--- src/rtl/spi_sample_rx.sv ---
// spi_sample_rx: mode-0 SPI slave for sign-magnitude audio frames.
// Pins are oversampled on clk; good frames also yield an offset-binary DAC code.
module spi_sample_rx #(
   parameter int unsigned FRAME_BITS = 11,
   parameter int unsigned TIMEOUT    = 255
) (
   input  logic                  clk,
   input  logic                  reset,
   input  logic                  sclk,
   input  logic                  ncs,
   input  logic                  mosi,
   output logic [FRAME_BITS-1:0] sample,
   output logic [FRAME_BITS-1:0] dac_code,
   output logic                  valid,
   output logic                  frame_err,
   output logic [7:0]            frame_cnt
);

   localparam int unsigned CW = $clog2(FRAME_BITS + 1);
   localparam int unsigned TW = $clog2(TIMEOUT + 1);
   localparam logic [CW-1:0] LAST = CW'(FRAME_BITS - 1);
   localparam logic [TW-1:0] TMAX = TW'(TIMEOUT);
   localparam logic [FRAME_BITS-1:0] MID =
      {1'b1, {(FRAME_BITS-1){1'b0}}};

   typedef enum logic [2:0] {
      RESYNC,
      IDLE,
      SHIFT,
      WAIT_END,
      ERROR
   } state_t;

   logic [2:0] sclk_q;
   logic [2:0] ncs_q;
   logic [1:0] mosi_q;

   logic sclk_rise;
   logic ncs_s;
   logic ncs_rise;
   logic ncs_fall;
   logic mosi_s;

   always_ff @(posedge clk or posedge reset) begin
      if (reset) begin
         sclk_q <= '0;
         ncs_q  <= '1;
         mosi_q <= '0;
      end else begin
         sclk_q <= {sclk_q[1:0], sclk};
         ncs_q  <= {ncs_q[1:0], ncs};
         mosi_q <= {mosi_q[0], mosi};
      end
   end

   assign sclk_rise = sclk_q[1] & ~sclk_q[2];
   assign ncs_s     = ncs_q[1];
   assign ncs_rise  = ncs_q[1] & ~ncs_q[2];
   assign ncs_fall  = ~ncs_q[1] & ncs_q[2];
   assign mosi_s    = mosi_q[1];

   state_t                state_q;
   logic [1:0]            settle_q;
   logic [CW-1:0]         bit_cnt_q;
   logic [TW-1:0]         timer_q;
   logic [FRAME_BITS-1:0] shreg_q;
   logic [FRAME_BITS-1:0] data_q;
   logic                  commit_q;
   logic                  err_q;

   // settle_q lets the synchronizer fill with the real ncs level before
   // RESYNC trusts it, so a low ncs at reset release never opens a frame
   always_ff @(posedge clk or posedge reset) begin
      if (reset) begin
         state_q   <= RESYNC;
         settle_q  <= '0;
         bit_cnt_q <= '0;
         timer_q   <= '0;
         shreg_q   <= '0;
         data_q    <= '0;
         commit_q  <= 1'b0;
         err_q     <= 1'b0;
      end else begin
         commit_q <= 1'b0;
         err_q    <= 1'b0;
         unique case (state_q)
            RESYNC: begin
               if (settle_q != 2'd3) begin
                  settle_q <= settle_q + 2'd1;
               end else if (ncs_s) begin
                  state_q <= IDLE;
               end
            end
            IDLE: begin
               if (ncs_fall) begin
                  bit_cnt_q <= '0;
                  shreg_q   <= '0;
                  timer_q   <= '0;
                  state_q   <= SHIFT;
               end
            end
            SHIFT: begin
               if (ncs_rise) begin
                  err_q   <= 1'b1;
                  state_q <= IDLE;
               end else if (sclk_rise) begin
                  shreg_q   <= {shreg_q[FRAME_BITS-2:0], mosi_s};
                  bit_cnt_q <= bit_cnt_q + CW'(1);
                  timer_q   <= '0;
                  if (bit_cnt_q == LAST) begin
                     state_q <= WAIT_END;
                  end
               end else if (timer_q == TMAX) begin
                  err_q   <= 1'b1;
                  state_q <= ERROR;
               end else begin
                  timer_q <= timer_q + TW'(1);
               end
            end
            WAIT_END: begin
               if (ncs_rise) begin
                  data_q   <= shreg_q;
                  commit_q <= 1'b1;
                  state_q  <= IDLE;
               end else if (sclk_rise || timer_q == TMAX) begin
                  err_q   <= 1'b1;
                  state_q <= ERROR;
               end else begin
                  timer_q <= timer_q + TW'(1);
               end
            end
            ERROR: begin
               if (ncs_s) begin
                  state_q <= IDLE;
               end
            end
            default: state_q <= RESYNC;
         endcase
      end
   end

   logic [FRAME_BITS-1:0] mag;
   logic [FRAME_BITS-1:0] dac_d;

   assign mag = {1'b0, data_q[FRAME_BITS-2:0]};

   always_comb begin
      dac_d = MID + mag;
      if (data_q[FRAME_BITS-1]) begin
         dac_d = MID - mag;
      end
   end

   logic [FRAME_BITS-1:0] sample_q;
   logic [FRAME_BITS-1:0] dac_q;
   logic                  valid_q;
   logic                  ferr_q;
   logic [7:0]            cnt_q;

   always_ff @(posedge clk or posedge reset) begin
      if (reset) begin
         sample_q <= '0;
         dac_q    <= MID;
         valid_q  <= 1'b0;
         ferr_q   <= 1'b0;
         cnt_q    <= '0;
      end else begin
         valid_q <= commit_q;
         ferr_q  <= err_q;
         if (commit_q) begin
            sample_q <= data_q;
            dac_q    <= dac_d;
            cnt_q    <= cnt_q + 8'd1;
         end
      end
   end

   assign sample    = sample_q;
   assign dac_code  = dac_q;
   assign valid     = valid_q;
   assign frame_err = ferr_q;
   assign frame_cnt = cnt_q;

endmodule
--- config.mk ---
export PLATFORM = sky130hd
export DESIGN_NAME = spi_sample_rx
export DESIGN_NICKNAME = d
export VERILOG_FILES = /design/src/rtl/spi_sample_rx.sv
export SDC_FILE = /design/constraint.sdc
export NUM_CORES = 1
export LEC_CHECK = 0
export BUFFER_PORTS_ARGS = -buffer_cell sky130_fd_sc_hd__clkbuf_2
export CORE_MARGIN = 5
export CORE_UTILIZATION = 45
export CTS_BUF_LIST = sky130_fd_sc_hd__clkbuf_16
export CTS_CLUSTER_SIZE = 14
export DETAILED_ROUTE_END_ITERATION = 8
export PLACE_DENSITY = 0.67
export SYNTH_ARGS = -nofsm -noshare
export SYNTH_HDL_FRONTEND = slang
export SYNTH_SLANG_ARGS = --single-unit
--- constraint.sdc ---
create_clock -name clk -period 2.55 [get_ports clk]
set_clock_uncertainty 0.1 [all_clocks]
set_input_delay 0.255 -clock clk [delete_from_list [all_inputs] [get_ports clk]]
set_output_delay 0.255 -clock clk [all_outputs]
set_load 0.005 [all_outputs]
==> summary.md, run 1 <==
| Metric | Value |
|---|---|
| Fin cells | 489 |
| Share of layout cells above drive strength 1 | 22.22% |
| Number of routed nets with antenna violations | 0 |
| Area of the die | 9749 sq um |
| Switching portion of total power | 29.47% |
| NetSw | 1.070 mW |
| Placed Instances | 469 |
| Critical R2R Launch | data_q[2] |
| Clk pwr share | 37.7% |
| Reg clk slew, reported paths | 60 ps |
| Combinational Power Share | 18.5% |
| Area of the multi-input gates | 1433 sq um |
| Die Wd | 98.74 um |
| Post-CTS resize count | 0 |
| Setup bufs post-CTS | 0 |
| Initial Util | 46.09% |
| Post-synthesis area per instance | 10.42 sq um |
| Area grow syn2layout | 18.64% |
| Cell variety after synth | 43 |
| Top cell type's share of synthesized area | 53.67% |
| Element type at the critical path end | flop |
| Reg area | 2007 sq um |
| Wirelength per Cell | 13.59 um |
| Vias | 2488 |
| Final hold vios | 0 |
| Largest net degree at the start of global routing | 45 |
| DRC Markers | 0 |
| Setup TNS | 0 ps |
| GP Congestion | 0.8482 |
| Fraction of registers with async set or reset after synthesis | 100.0% |
| Layout fillers | 682 |
| Io pins | 37 |
| CTS max path bufs | 2 |
| Worst skew pair latency | 330 ps |
| Met2 global-route usage | 23.97% |
| Pint | 2.559 mW |
| CP max FO | 6 |
| Port bufs | 36 |
| Power per cell area | 863.2 nW/um^2 |
| Core Rows | 32 |
| Post-Synth Adder-Cell Area | 2.119% |
| Mux share of post-synthesis cell area | 5.155% |
| EDFF count, synth | 0 |
| Worst-Margin Slew | 650.1 ps |
| Synth Warn # | 0 |
| Syn Inst Count | 340 |
| Final worst path period share | 76.40% |
| Antenna violations before repair | 0 |
| Met1 GRT Util | 19.60% |
| Global-route wire length before repair | 11830 um |
| Final HPWL DP | 4598 um |
| Xor/xnor share of the synthesized area | 4.696% |
| DR pass1 iterations | 4 |
| Number of buffers created by CTS | 9 |
| Fmax | 513.3 MHz |
| Register share of total power | 43.9% |
| Clk root buf | clkbuf_16 |
| Leak | 2.061 nW |
| Via density per instance | 5.088 |
| Worst vdd ir | 408.8 uV |
| Total grt overflow | 0 |
| GR Util met3 | 2.972% |
| Max-Cap Viols | 0 |
| H-tree depth | 3 |
| Core area | 7687 sq um |
| Ys flop type | dfrtp_1 |
| Worst hold start | ncs_q[0] |
| Final WL | 6645 um |
| Vias in the first global route | 2507 |
| Syn Std Cell Area | 3543 sq um |
| Pins over their slew limit | 0 |
| Outcome | completed |
| Hold buffers post-CTS | 4 |
| Die Y | 98.74 um |
| Layout net count | 393 |
| Gr usage total | 14.91% |
| Worst endpoint required time | 2670 ps |
| Synth area leader | dfrtp_1 |
| Crit path arrival time | 2060 ps |
| Seq cells post-synth | 80 |
| Most frequent cell after synthesis | dfrtp_1 |
| Seq/Total Area, Yosys | 56.64% |
| Post-route minimum period | 1948 ps |
| Post-synthesis compound-gate area fraction | 9.534% |
| DRT iter0 DRCs | 101 |
| Worst setup startpoint | data_q[2] |
| CP Launch Type | flop |
| CTS tree | built |
| Worst min path class | reg2reg |
| Largest family of logic cells by synthesized area | simple AND/OR/NAND/NOR gates |
| Commonest cells in the synthesized netlist | dfrtp_1, nand2_1, nand3_1 |
| Diodes inserted | 0 |
| Clock Sinks | 80 |
| Post-Synth Simple-Gate Area | 18.93% |
| Relative slew slack | 56.61% |
| Setup violators final | 0 |
| GR peak layer | met2 |
| Unrepaired setup endpoints after global routing | no |
| CP Class | reg2reg |
| Post-Syn Nets | 351 |
| Top post-synthesis cells by area | dfrtp_1, nand2_1, mux2_2 |
-- state kept, by name (all words and copies together), names as in the netlist, 4 cells and up --
register / flops
bit_cnt_q: 4
dac_code: 10
sample: 11
shreg_q: 11
frame_cnt: 8
timer_q: 8
data_q: 11
-- logic make-up (layout without fill, tap and decap cells) --
| logic type | after synthesis | after routing |
|---|---|---|
| XOR/XNOR | 19 | 19 |
| AO/OA/AOI/OAI | 52 | 52 |
| multiplexers | 16 | 16 |
| adder cells (fa/ha/maj) | 6 | 6 |
| buffers and inverters | 23 | 70 |
| flip-flops | 80 | 80 |
| AND/OR/NAND/NOR | 144 | 144 |
-- routing by layer --
metal  up-vias  share of wire (%)
met5         -                  0
met3         9                3.5
met4         0                1.7
li1       1254                  -
met1      1190                 47
met2        35                 48
-- worst max-delay path, stage by stage (launching register included) --
cell and delay, ps:
dfrtp_1 450, or4_4 530, o41ai_4 280, nand2_2 80
xor2_1 150, mux2_4 250
-- final timing paths --
kind,endpoint,slack (ps),cells after the start
worst max register to register,dac_code[9],600,5
min in group asynchronous,frame_cnt[6],430,3
worst min register to register,ncs_q[1],260,0
max in group asynchronous,shreg_q[5],1280,4
worst max-delay path,dac_code[9],600,5
worst min-delay path,ncs_q[1],260,0
-- cell usage in the layout (no fill, tap or decap), drive strengths merged, types with 6 or more instances in the layout --
| cell | count |
|---|---|
| clkbuf | 45 |
| nand3 | 26 |
| ha | 6 |
| nor2 | 18 |
| buf | 8 |
| mux2 | 15 |
| xor2 | 11 |
| a21oi | 16 |
| dfrtp | 76 |
| xnor2 | 8 |
| nor2b | 10 |
| inv | 6 |
| o21ai | 20 |
| nand2 | 67 |
| nand4 | 8 |
-- per-stage QoR --
step | utilization, % | worst slack (ps) | power, mW | hold WS (ps) | area (sq um)
floorplan | - | 149.9 | 2.047 | 159.5 | 3543
global placement | 50.00 | 649.3 | 2.268 | 237.0 | 3844
detailed placement | 50.00 | 616.2 | 2.289 | 244.2 | 3844
CTS | 54.69 | 595.2 | 3.682 | 255.9 | 4204
global route | 54.69 | 505.2 | 3.839 | 262.2 | 4204
finish | 54.69 | 601.9 | 3.629 | 255.6 | 4204
-- power groups by stage --
stage / Clock [mW] / Sequential, mW / Combinational [mW]
floorplan: 0 / 1.55 / 0.493
global placement: 0 / 1.61 / 0.661
detailed placement: 0 / 1.61 / 0.675
CTS: 1.40 / 1.59 / 0.685
global route: 1.46 / 1.62 / 0.764
finish: 1.37 / 1.59 / 0.670
-- layout make-up --
cell class / instances / share of cell area, %
clock buffers: 9 / 5.357
well taps: 102 / 3.036
flip-flops and latches: 80 / 47.74
inverters: 6 / 0.5655
clock inverters: 7 / 2.262
multi-input cells: 237 / 34.08
repair buffers: 48 / 6.964
Note: power is estimated with default switching activity, not from simulation.
==> run 2: changes to the inputs <==
==> constraint.sdc (replaced) <==
create_clock -name clk -period 1.7 [get_ports clk]
set_clock_uncertainty 0.1 [all_clocks]
set_input_delay 0.17 -clock clk [delete_from_list [all_inputs] [get_ports clk]]
set_output_delay 0.17 -clock clk [all_outputs]
set_load 0.005 [all_outputs]
==> summary.md, run 2 (synthesized netlist as in run 1, its figures left out) <==
| Metric | Value |
|---|---|
| Outcome | finished with violations |
| Violated checks | negative setup slack |
| Final hold vios | 0 (unchanged) |
| Area grow syn2layout | 41.60% |
| Relative slew slack | 69.70% (+13 points) |
| Diodes inserted | 0 (unchanged) |
| Worst vdd ir | 622.9 uV (+52%) |
| Number of routed nets with antenna violations | 0 (unchanged) |
| Via density per instance | 5.117 (+0.57%) |
| Total grt overflow | 0 (unchanged) |
| Element type at the critical path end | flop |
| Final worst slack | -214.2 ps (-816.1 ps) |
| Pins over their slew limit | 0 (unchanged) |
| GP Congestion | 0.8960 (+5.6%) |
| Core area | 7687 sq um (unchanged) |
| FF-to-FF End | dac_code[7] |
| H-tree depth | 3 (unchanged) |
| Post-route minimum period | 1914 ps (-33.86 ps) |
| Leak | 2.429 nW (+18%) |
| Fmax | 522.4 MHz (+1.8%) |
| Area of the die | 9749 sq um (unchanged) |
| Layout net count | 451 (+15%) |
| Most common cell after layout, fill and taps aside | dfrtp_1 |
| DRC Markers | 0 (unchanged) |
| Gr usage total | 16.76% (+1.9 points) |
| Core Rows | 32 (unchanged) |
| Global-route wire length before repair | 13390 um (+13%) |
| Wirelength per Cell | 14.57 um (+7.2%) |
| Max-Cap Viols | 0 (unchanged) |
| Clk root buf | clkbuf_16 |
| Layout fillers | 579 (-15%) |
| Worst skew pair latency | 330 ps (about the same) |
| CTS max path bufs | 2 (unchanged) |
| Clock Sinks | 80 (unchanged) |
| CP Class | reg2reg |
| Share of layout cells above drive strength 1 | 44.27% (+22 points) |
| Unrepaired setup endpoints after global routing | yes |
| Final HPWL DP | 5084 um (+11%) |
| Critical R2R Launch | data_q[0] |
| Vias | 2799 (+13%) |
| Crit path to | dac_code[7] |
| Worst-Margin Slew | 449.8 ps (-200.4 ps) |
| Minimum hold slack | 246.6 ps (-9.043 ps) |
| Worst hold start | mosi_q[0] |
| DR pass1 iterations | 4 (unchanged) |
| Io pins | 37 (unchanged) |
| Initial Util | 46.09% (unchanged) |
| Final worst path period share | 112.6% (+36 points) |
| DRT iter0 DRCs | 105 (+4.0%) |
| Worst endpoint required time | 1820 ps (-850 ps) |
| Largest net degree at the start of global routing | 39 (-13%) |
| Die Y | 98.74 um (unchanged) |
| Worst Reg-to-Reg Cells | 5 (unchanged) |
| Vias in the first global route | 2831 (+13%) |
| Final Util | 65.27% (+11 points) |
| Worst setup startpoint | data_q[0] |
| Number of buffers created by CTS | 9 (unchanged) |
| Antenna violations before repair | 0 (unchanged) |
| CTS tree | built |
| Worst min path class | reg2reg |
| Power per cell area | 1247 nW/um^2 (+44%) |
| Reg clk slew, reported paths | 60 ps (about the same) |
| CP Launch Type | flop |
| Commonest cells after routing, fill and taps aside | dfrtp_1, buf_4, nand2_1 |
| Crit path arrival time | 2030 ps (-30 ps) |
| CP max FO | 2 (-4) |
| R2R Setup Slk | -210 ps (-820 ps) |
| Final WL | 7970 um (+20%) |
| Port bufs | 36 (unchanged) |
| Setup violators final | 24 (+24) |
| Die Wd | 98.74 um (unchanged) |
-- run 2: per-layer routing --
metal,vias up,wire [um],part of all wire [%],GRT usage [%]
met2,55,3964,50,27.15
met3,17,353,4.4,4.176
met4,0,210,2.6,6.828
met5,-,0,0,0
li1,1375,-,-,-
met1,1352,3441,43,21.59
-- run 2: worst min-delay path by stage --
stage	endpoint	slack [ps]	depth (start not counted)
after floorplan	ncs_q[0]	70	0
after global placement	settle_q[0]	90	2
after detailed placement	settle_q[0]	90	2
after CTS	mosi_q[1]	250	0
after global routing	mosi_q[1]	250	0
final	mosi_q[1]	250	0
-- run 2: what timing repair did --
item / in CTS / in global routing
pin swaps: 3 / 28
buffers inserted: 3 / 10
gates cloned: 0 / 3
resized for setup: 19 / 72
hold buffers: 4 / 0
endpoints found under the setup margin: 23 / 44
hold endpoints to repair: 15 / 0
-- run 2: stage by stage --
stage                     area [sq um]  total power, mW  worst slack, ps  cells  setup TNS [ps]
after floorplan                   3576            3.091           -167.4    340          -376.0
after global placement            4229            3.715           -182.1    512           -1622
after detailed placement          4229            3.752           -196.9    512           -2474
after CTS                         4654            5.755           -211.8    534          -492.3
after global routing              5017            6.599           -273.2    547           -3501
final                             5017            6.256           -214.2    547           -1474
-- run 2: area by class of cell --
type / instances / area, sq um / area share, %
multi-input combinational: 238 / 1734 / 34.56
sequential: 80 / 2008 / 40.03
inverter: 6 / 26.28 / 0.5237
clock buffer: 9 / 225.2 / 4.489
timing repair buffer: 105 / 825.8 / 16.46
tap: 102 / 127.6 / 2.544
clock inverter: 7 / 70.07 / 1.397
-- run 2: critical path, stage by stage (launching register included) --
cell	delay (ps)
dfrtp_1	390
or4_4	560
o41ai_4	260
buf_4	170
xnor2_1	60
mux2_4	260
-- run 2: power breakdown --
part           switching [mW]  internal [mW]
clock network           0.760           1.13
logic                    1.00           1.01
registers               0.206           2.14
total                    1.97           4.28
